**config.mk**
```make
export PLATFORM = sky130hd
export DESIGN_NAME = adc_channel_scheduler
export DESIGN_NICKNAME = d
export VERILOG_FILES = /design/src/rtl/game_pkg.sv /design/src/rtl/adc_channel_scheduler_spi.sv /design/src/rtl/adc_channel_scheduler.sv
export SDC_FILE = /design/constraint.sdc
export NUM_CORES = 1
export LEC_CHECK = 0
export CORE_UTILIZATION = 31
export CTS_CLUSTER_SIZE = 24
export DETAILED_ROUTE_END_ITERATION = 10
export GPL_ROUTABILITY_DRIVEN = 0
export PLACE_DENSITY = 0.6
export REMOVE_ABC_BUFFERS = 1
export SLEW_MARGIN = 0
export SYNTH_ARGS = -nofsm -noshare
export SYNTH_HDL_FRONTEND = slang
export SYNTH_SLANG_ARGS = --single-unit
```
**constraint.sdc**
```tcl
create_clock -name clk -period 2.15 [get_ports clk]
set_input_delay 0.215 -clock clk [delete_from_list [all_inputs] [get_ports clk]]
set_output_delay 0.215 -clock clk [all_outputs]
set_load 0.005 [all_outputs]
```
**src/rtl/game_pkg.sv**
```systemverilog
// Shared types and constants for the player-sensor ADC scheduler.
package game_pkg;

  localparam int ADC_W          = 12;
  localparam int FRAME_BITS     = 17;
  localparam int DATA_FIRST_BIT = 5;
  localparam int BIT_W          = $clog2(FRAME_BITS);

  typedef enum logic {CH_P1 = 1'b0, CH_P2 = 1'b1} adc_ch_t;

  typedef enum logic [2:0] {IDLE, SETUP, SHIFT, HOLD, UPDATE, WAIT} sched_state_t;

  // Command word sent MSB first: start, single-ended, channel, MSB-first; zeros afterwards.
  function automatic logic cmd_bit(input logic [BIT_W-1:0] k, input adc_ch_t ch);
    if (k == BIT_W'(2)) return logic'(ch);
    return (k < BIT_W'(4));
  endfunction

endpackage

```
**src/rtl/adc_channel_scheduler_spi.sv**
```systemverilog
// One MCP3202-style SPI frame: setup, 17 SCLK periods, then cs_n-high hold.
module spi_adc_frame
  import game_pkg::*;
#(
  parameter int CLK_DIV      = 4,
  parameter int CS_HIGH_CLKS = 8
) (
  input  logic             clk,
  input  logic             reset,
  input  logic             start,
  input  adc_ch_t          ch,
  input  logic             adc_miso,
  output logic             adc_sclk,
  output logic             adc_mosi,
  output logic             adc_cs_n,
  output logic             phase_last,
  output logic [ADC_W-1:0] data
);

  localparam int CNT_MAX = (CLK_DIV > CS_HIGH_CLKS) ? CLK_DIV : CS_HIGH_CLKS;
  localparam int CW      = $clog2(CNT_MAX + 1);
  localparam logic [CW-1:0]    DIV_LAST  = CW'(CLK_DIV - 1);
  localparam logic [CW-1:0]    HOLD_LAST = CW'(CS_HIGH_CLKS - 1);
  localparam logic [BIT_W-1:0] BIT_LAST  = BIT_W'(FRAME_BITS - 1);
  localparam logic [BIT_W-1:0] BIT_DATA0 = BIT_W'(DATA_FIRST_BIT);

  typedef enum logic [1:0] {F_IDLE, F_SETUP, F_SHIFT, F_HOLD} frame_phase_t;

  frame_phase_t     phase, phase_nx;
  logic [CW-1:0]    cnt, cnt_nx;
  logic             half, half_nx;
  logic [BIT_W-1:0] bitk, bitk_nx;
  adc_ch_t          ch_q;
  logic             cs_n_nx, sclk_nx, mosi_nx, sample;

  always_ff @(posedge clk) begin
    if (!reset) begin
      phase    <= F_IDLE;
      cnt      <= '0;
      half     <= 1'b0;
      bitk     <= '0;
      ch_q     <= CH_P1;
      data     <= '0;
      adc_cs_n <= 1'b1;
      adc_sclk <= 1'b0;
      adc_mosi <= 1'b0;
    end else begin
      phase    <= phase_nx;
      cnt      <= cnt_nx;
      half     <= half_nx;
      bitk     <= bitk_nx;
      adc_cs_n <= cs_n_nx;
      adc_sclk <= sclk_nx;
      adc_mosi <= mosi_nx;
      if (start && phase == F_IDLE) ch_q <= ch;
      if (sample) data <= {data[ADC_W-2:0], adc_miso};
    end
  end

  // half=0 is the SCLK-low half of bit k, half=1 the high half.
  always_comb begin
    phase_nx   = phase;
    cnt_nx     = cnt + 1'b1;
    half_nx    = half;
    bitk_nx    = bitk;
    phase_last = 1'b0;
    case (phase)
      F_IDLE: begin
        cnt_nx  = '0;
        half_nx = 1'b0;
        bitk_nx = '0;
        if (start) phase_nx = F_SETUP;
      end
      F_SETUP: begin
        if (cnt == DIV_LAST) begin
          phase_last = 1'b1;
          phase_nx   = F_SHIFT;
          cnt_nx     = '0;
        end
      end
      F_SHIFT: begin
        if (cnt == DIV_LAST) begin
          cnt_nx  = '0;
          half_nx = ~half;
          if (half && bitk == BIT_LAST) begin
            phase_last = 1'b1;
            phase_nx   = F_HOLD;
          end else if (half) begin
            bitk_nx = bitk + 1'b1;
          end
        end
      end
      F_HOLD: begin
        if (cnt == HOLD_LAST) begin
          phase_last = 1'b1;
          phase_nx   = F_IDLE;
          cnt_nx     = '0;
        end
      end
      default: phase_nx = F_IDLE;
    endcase
  end

  // Pins are registered from the next phase so they change on the same edge as the phase.
  always_comb begin
    cs_n_nx = !(phase_nx == F_SETUP || phase_nx == F_SHIFT);
    sclk_nx = (phase_nx == F_SHIFT) && half_nx;
    mosi_nx = (phase_nx == F_SETUP) || ((phase_nx == F_SHIFT) && cmd_bit(bitk_nx, ch_q));
    sample  = (phase == F_SHIFT) && !half && (cnt == DIV_LAST) && (bitk >= BIT_DATA0);
  end

endmodule

```
**src/rtl/adc_channel_scheduler.sv**
```systemverilog
// Schedules ADC conversions for one or two players and holds the latest result per player.
module adc_channel_scheduler
  import game_pkg::*;
#(
  parameter int CLK_DIV       = 4,
  parameter int CS_HIGH_CLKS  = 8,
  parameter int SAMPLE_PERIOD = 1000
) (
  input  logic             clk,
  input  logic             reset,
  input  logic             en,
  input  logic             multi,
  input  logic             adc_miso,
  output logic             adc_sclk,
  output logic             adc_mosi,
  output logic             adc_cs_n,
  output logic [ADC_W-1:0] p1data,
  output logic [ADC_W-1:0] p2data,
  output logic             p1_valid,
  output logic             p2_valid,
  output logic             busy,
  output sched_state_t     dbg_state
);

  localparam int PW = (SAMPLE_PERIOD > 1) ? $clog2(SAMPLE_PERIOD) : 1;
  localparam logic [PW-1:0] P_LAST = PW'(SAMPLE_PERIOD - 1);

  sched_state_t     state, state_nx;
  adc_ch_t          ch;
  logic [PW-1:0]    pcnt;
  logic             start, do_update, phase_last;
  logic [ADC_W-1:0] frame_data;

  spi_adc_frame #(
    .CLK_DIV      (CLK_DIV),
    .CS_HIGH_CLKS (CS_HIGH_CLKS)
  ) u_frame (
    .clk        (clk),
    .reset      (reset),
    .start      (start),
    .ch         (ch),
    .adc_miso   (adc_miso),
    .adc_sclk   (adc_sclk),
    .adc_mosi   (adc_mosi),
    .adc_cs_n   (adc_cs_n),
    .phase_last (phase_last),
    .data       (frame_data)
  );

  always_ff @(posedge clk) begin
    if (!reset) state <= IDLE;
    else        state <= state_nx;
  end

  always_comb begin
    state_nx = state;
    case (state)
      IDLE:    if (en) state_nx = SETUP;
      SETUP:   if (phase_last) state_nx = SHIFT;
      SHIFT:   if (phase_last) state_nx = HOLD;
      HOLD:    if (phase_last) state_nx = UPDATE;
      UPDATE:  state_nx = WAIT;
      WAIT: begin
        if (!en)                 state_nx = IDLE;
        else if (pcnt == P_LAST) state_nx = SETUP;
      end
      default: state_nx = IDLE;
    endcase
  end

  always_comb begin
    busy      = (state == SETUP) || (state == SHIFT) || (state == HOLD) || (state == UPDATE);
    start     = (state == IDLE || state == WAIT) && (state_nx == SETUP);
    do_update = (state == UPDATE);
  end

  // The period counter saturates so an overlong frame just leaves WAIT after one clock.
  always_ff @(posedge clk) begin
    if (!reset) begin
      pcnt     <= '0;
      ch       <= CH_P1;
      p1data   <= '0;
      p2data   <= '0;
      p1_valid <= 1'b0;
      p2_valid <= 1'b0;
    end else begin
      if (start)               pcnt <= '0;
      else if (pcnt != P_LAST) pcnt <= pcnt + 1'b1;
      p1_valid <= do_update && (ch == CH_P1);
      p2_valid <= do_update && (ch == CH_P2);
      if (do_update) begin
        if (ch == CH_P1) p1data <= frame_data;
        else             p2data <= frame_data;
        ch <= multi ? adc_ch_t'(~ch) : CH_P1;
      end
    end
  end

  assign dbg_state = state;

endmodule

```
Yosys cells after proc, flatten, opt, wreduce, memory -nomap -nowiden
Cells that the tools add are included.

storage, ports and cells
  flip-flop bits (word level) = 68
  output and inout bits = 33
  word-level logic and storage cells = 96

cells by class
  reductions and logical operators = 24
  eq/ne operators = 17
  add/subtract/negate cells = 3
  order comparisons = 2
  bitwise operators = 3
  multiplexer cells = 31

operators with widths
  cell                                                                count
  2-to-1 mux 3 bit                                                    6
  case mux 3 bit (6 select lines)                                     1
  2-to-1 mux 5 bit                                                    3
  case mux 4 bit (3 select lines)                                     1
  adder 10 x 1 -> 10 bit (second input constant)                      1
  equality test 10 bit (second input constant)                        1
  logical AND 1 bit                                                   10
  2-to-1 mux 2 bit                                                    5
  != test 10 bit (second input constant)                              1
  case mux 5 bit (2 select lines)                                     1
  2-to-1 mux 1 bit                                                    9
  2-to-1 mux 4 bit                                                    2
  case mux 2 bit (4 select lines)                                     1
  equality test 2 bit (second input constant)                         3
  equality test 3 x 1 -> 1 bit (second input constant)                2
  equality test 3 x 2 -> 1 bit (second input constant)                2
  equality test 3 bit (second input constant)                         2
  logical OR 1 bit                                                    6
  adder 5 x 1 -> 5 bit (second input constant)                        1
  equality test 5 x 2 -> 1 bit (second input constant)                1
  equality test 5 bit (second input constant)                         1
  greater-or-equal comparator 5 x 3 -> 1 bit (second input constant)  1
  < comparator 5 x 3 -> 1 bit (second input constant)                 1
  adder 4 x 1 -> 4 bit (second input constant)                        1
  other kinds (11)                                                    17

Longest topological paths before layout
  depth after elaboration = 14
  gate-level depth with buffers = 10
  depth with buffers taken out = 10

By module
A second synthesis with hierarchy kept.

unflattened totals
  cell total of the unflattened synthesis = 320
  area total of the unflattened synthesis = 3015.4 µm²

modules (own cells, without submodules)
  module                 cells each  area an instance (µm²)  times used  sequential area each (µm²)
  adc_channel_scheduler  167         1577.8                  1           800.8
  spi_adc_frame          153         1437.6                  1           560.5

Worst setup path before layout
No wires, ideal clock.

  kind = register -> register
  start point = register u_frame.cnt[0]
  end point = register u_frame.adc_mosi
  period minus slack after synthesis = 2.099 ns
  required time = 2.081 ns
  slack = 0.051 ns
  arrival = 2.030 ns
  setup time = 0.069 ns
  stages on the path, launching flop included = 10
  cells stage by stage = dfxtp_1 > ha_1 > or3b_4 > nor2_1 > a211oi_1 > a211oi_1 > ha_1 > and2_1 > nand4_1 > o21ai_1

on the way
  word-level cells in the longest chain between the ends = 12
  elaborated cells on any way between the ends = 27
  those cells by class = 1 x order compare; 6 x eq/ne; 17 x mux; 3 x reduce/logical

ends and longest elaborated chain
  what                                                                                 line                                                                                               source
  start, declared                                                                      adc_channel_scheduler_spi.sv:30                                                                    logic [CW-1:0] cnt, cnt_nx;
  start signal, assigned                                                               adc_channel_scheduler_spi.sv:49                                                                    cnt <= cnt_nx;
  equality test 4 x 3 -> 1 bit / equality test 4 x 2 -> 1 bit (equally long branches)  adc_channel_scheduler_spi.sv:94, adc_channel_scheduler_spi.sv:75, adc_channel_scheduler_spi.sv:82
  2-to-1 mux 1 bit, on equally long branches                                           adc_channel_scheduler_spi.sv:94, adc_channel_scheduler_spi.sv:82, adc_channel_scheduler_spi.sv:75
  case mux 1 bit (3 select lines)                                                      adc_channel_scheduler_spi.sv:67                                                                    case (phase)
  2-to-1 mux 3 bit, on equally long branches                                           adc_channel_scheduler.sv:61, adc_channel_scheduler.sv:59, adc_channel_scheduler.sv:60
  case mux 3 bit (6 select lines)                                                      adc_channel_scheduler.sv:57                                                                        case (state)
  equality test 3 x 1 -> 1 bit                                                         adc_channel_scheduler.sv:73                                                                        start = (state == IDLE || state == WAIT) && (state_nx == SETUP);
  logical AND 1 bit                                                                    adc_channel_scheduler.sv:73
  2-to-1 mux 2 bit                                                                     adc_channel_scheduler_spi.sv:72                                                                    if (start) phase_nx = F_SETUP;
  case mux 2 bit (4 select lines)                                                      adc_channel_scheduler_spi.sv:67
  equality test 2 bit                                                                  adc_channel_scheduler_spi.sv:108                                                                   mosi_nx = (phase_nx == F_SETUP) || ((phase_nx == F_SHIFT) && cmd_bit(bitk_nx, ch_q));
  logical AND 1 bit                                                                    adc_channel_scheduler_spi.sv:108
  logical OR 1 bit (*)                                                                 adc_channel_scheduler_spi.sv:108
  end signal, assigned                                                                 adc_channel_scheduler_spi.sv:54                                                                    adc_mosi <= mosi_nx;
  end, declared                                                                        adc_channel_scheduler_spi.sv:14                                                                    output logic adc_mosi,

Every way passes the cells marked *; elsewhere a longest branch is shown, timed or not.
A chain may end at the register's enable or synchronous reset.

Worst setup path in the final report
  start point = register u_frame.cnt[0]
  end point = register u_frame.data[7]

on the way
  word-level cells in the longest chain between the ends = 3

ends and longest elaborated chain
  what                            line                              source
  equality test 4 x 2 -> 1 bit    adc_channel_scheduler_spi.sv:109  sample = (phase == F_SHIFT) && !half && (cnt == DIV_LAST) && (bitk >= BIT_DATA0);
  logical AND 1 bit (2 in a row)  adc_channel_scheduler_spi.sv:109
  end signal, assigned            adc_channel_scheduler_spi.sv:56   if (sample) data <= {data[ADC_W-2:0], adc_miso};
  end, declared                   adc_channel_scheduler_spi.sv:17   output logic [ADC_W-1:0] data

No other way between the ends.

==> tab_implementation.tex <==
\begin{tabular}{lr}
\hline
Metric & Value \\
\hline
\multicolumn{2}{l}{\textbf{Clock tree}} \\
Latest clock arrival within the worst-skew pair & 340 ps \\
Largest buffer count on any clock path & 2 \\
TritonCTS clock tree & yes \\
Root buffer cell & clkbuf\_8 \\
H-tree levels & 3 \\
CTS clk-pin slew, worst paths & 80 ps \\
Clock buffer count from CTS & 9 \\
TritonCTS Sinks & 68 \\
\multicolumn{2}{l}{\textbf{STA}} \\
Worst Tran Pin Value & 458 ps \\
Share of the clock period used by the worst path after layout & 93.1\% \\
Remaining max-slew budget at the tightest pin & 69.2\% \\
Setup ws final & 148 ps \\
Peak Freq & 0.499 GHz \\
Total setup violations reported at the end of the flow & 0 \\
Final Max Slew Viols & 0 \\
Post-route minimum period & 2000 ps \\
Final hold violation count & 0 \\
Worst clock skew on the final layout & 8.64 ps \\
Min Hold Slack & 457 ps \\
\multicolumn{2}{l}{\textbf{Die}} \\
Height of the die & 100 um \\
Initial Util & 32.1\% \\
Number of I/O pins & 38 \\
Placement row count & 35 \\
Die Area & 10000 um2 \\
Die W & 100 um \\
Area of the core region & 9280 um2 \\
\multicolumn{2}{l}{\textbf{Global route}} \\
Number of antenna violations at the first check in global routing & 0 \\
Wire length of the first global-routing pass & 11.1 mm \\
Total gr overflow & 0 \\
Pin count of the biggest net entering global routing & 23 \\
Vias in the first global route & 2376 \\
Overall global routing resource usage & 14.0\% \\
\multicolumn{2}{l}{\textbf{Yosys}} \\
Synth unique cells & 55 \\
Syn Inst Count & 329 \\
Synth Warn \# & 0 \\
Per-instance average area after synthesis & 9.06 um2 \\
Most common flop cell mapped by yosys & dfxtp\_1 \\
Sequential-to-total area share from yosys stat & 45.7\% \\
Async SR Flop Fraction & 0\% \\
Number of synthesized flops with an enable pin & 0 \\
Total of flip-flops plus latches after synthesis & 68 \\
Mapped cell area & 2980 um2 \\
\multicolumn{2}{l}{\textbf{Layout}} \\
Fill cells & 971 \\
Area growth from synthesis to layout & 29.7\% \\
Commonest non-fill, non-tap cells in the layout & dfxtp\_1, nor2\_1, nand2\_1, clkdlybuf4s50\_1 \\
Sequential Area & 1370 um2 \\
Multi-input gate area in the final layout & 1540 um2 \\
Fin nets & 401 \\
Most common cell after layout, fill and taps aside & dfxtp\_1 \\
Number of diodes & 0 \\
Post-Route Utilization & 41.6\% \\
Share of cells above drive strength 1 & 14.4\% \\
\multicolumn{2}{l}{\textbf{Route}} \\
Number of DRC violations after detailed-routing iteration 0 & 64 \\
Number of design rule violations left after detail routing & 0 \\
Post-route antenna net violation count & 0 \\
Routed wirelength normalized by instance count & 12.9 um \\
Iteration count of the initial detailed-routing pass & 4 \\
Drt total wl & 6.67 mm \\
Total number of vias & 2438 \\
Via-per-instance ratio & 4.71 \\
\multicolumn{2}{l}{\textbf{Worst setup path}} \\
Critical Path Start Type & flip-flop \\
Type of destination of the critical path & flip-flop \\
Required @ worst endpoint & 2380 ps \\
Count of cells along the worst register-to-register path & 7 \\
Critical path peak fanout & 12 \\
Type of the setup path with the least slack & reg2reg \\
Arrival time of the worst setup path & 2230 ps \\
Flop2flop setup slack & 150 ps \\
\multicolumn{2}{l}{\textbf{Pwr}} \\
Max VDD drop & 351 uV \\
Pleak & 1.39 nW \\
Power density normalized to cell area & 632 nW/um2 \\
\multicolumn{2}{l}{\textbf{Placement}} \\
Setup slack after placement & 5.56 ps \\
Detailed placement HPWL & 4.64 mm \\
Number of buffers inserted by port buffering & 37 \\
\multicolumn{2}{l}{\textbf{Outcome}} \\
Outcome & completed \\
\multicolumn{2}{l}{\textbf{Flow run}} \\
Max-cap viol count & 0 \\
\multicolumn{2}{l}{\textbf{Worst hold path}} \\
Worst Hold Path Cells & 2 \\
Worst min-delay path category & reg2reg \\
\hline
\end{tabular}
where the power goes:
group	internal, mW	total (mW)	switching [mW]
combinational	0.0603	0.130	0.0698
sequential	1.27	1.28	0.00885
clock	0.536	1.04	0.500
metal layers:
layer	vias to the layer above	wire, um	GRT usage, %
met5	-	0	0
met3	5	293	4.39
met2	39	3180	23.4
li1	1253	-	-
met1	1141	3150	17.3
met4	0	34	4.35
Yosys cell counts (2+ instances only):
library cell	count	share of area [%]
a211oi_1	4	1.0
a21oi_1	23	3.9
a22o_1	12	3.5
a22oi_1	2	0.50
a32o_1	2	0.67
and2_1	3	0.63
and3_1	4	0.84
and4_1	2	0.59
and4bb_2	2	0.84
buf_2	3	0.50
clkbuf_1	12	1.5
dfxtp_1	68	46
ha_1	12	5.0
inv_1	12	1.5
mux2i_1	15	5.0
nand2_1	37	4.7
nand2b_1	4	0.84
nand3_1	8	1.3
nand3b_1	5	1.3
nor2_1	44	5.5
nor2b_1	3	0.63
nor3_1	6	1.0
o21ai_0	3	0.50
or3_1	2	0.42
xnor2_1	5	1.5
xor2_1	7	2.1
cell type report:
cell class	count	share of cell area, %
Clock buffer	10	3.30
Multi-Input combinational cell	231	39.7
Timing Repair Buffer	61	14.6
Sequential cell	68	35.3
Clock inverter	6	1.65
Inverter	13	1.26
Tap cell	129	4.17
timing repair:
item	CTS	global route
buffers inserted	0	0
resized for setup	2	11
setup endpoints to repair	1	13
pin swaps	0	2
hold buffers	0	0
per-stage QoR:
step | std cells | area, um2 | power, mW | TNS [ps]
5_1_grt | 518 | 3870 | 2.55 | -34.4
3_3_place_gp | 502 | 3630 | 1.43 | 0
6_report | 518 | 3870 | 2.44 | 0
2_1_floorplan | 312 | 2910 | 1.36 | -705
3_5_place_dp | 502 | 3630 | 1.43 | 0
4_1_cts | 518 | 3830 | 2.48 | 0
final timing paths:
check,from,to
setup / recovery,u_frame.cnt[0]$_SDFF_PN0_,u_frame.data[7]$_SDFFE_PN0P_
hold / removal,p1data[10]$_SDFFE_PN0P_,p1data[10]$_SDFFE_PN0P_
setup reg to reg,u_frame.cnt[0]$_SDFF_PN0_,u_frame.data[7]$_SDFFE_PN0P_
hold reg to reg,p1data[10]$_SDFFE_PN0P_,p1data[10]$_SDFFE_PN0P_
cell families (layout without fill, tap and decap cells):
logic type	after synthesis	after routing	synth area share, %
simple gates	131	131	22.2
xor+xnor	12	12	3.52
compound gates	60	60	14.1
buf+inv	30	90	4.15
fa+ha+maj	12	12	5.04
flops	68	68	45.7
mux	16	16	5.41
registers in the layout, summed over array words and instances, names as in the netlist:
register          count
u_frame.adc_mosi      1
p2_valid              1
p1_valid              1
u_frame.data         12
dbg_state             3
u_frame.adc_sclk      1
u_frame.bitk          5
u_frame.adc_cs_n      1
u_frame.cnt           4
ch                    1
p1data               12
p2data               12
pcnt                 10
u_frame.half          1
u_frame.ch_q          1
u_frame.phase         2
critical path, stage by stage, from the launching register on:
cell     delay, ps
dfxtp_1        360
ha_2           220
or3b_4         390
buf_4          160
nor4b_4        310
buf_12         190
mux2i_1        200
nor2_1          60
Power figures use the tool's default switching activity.
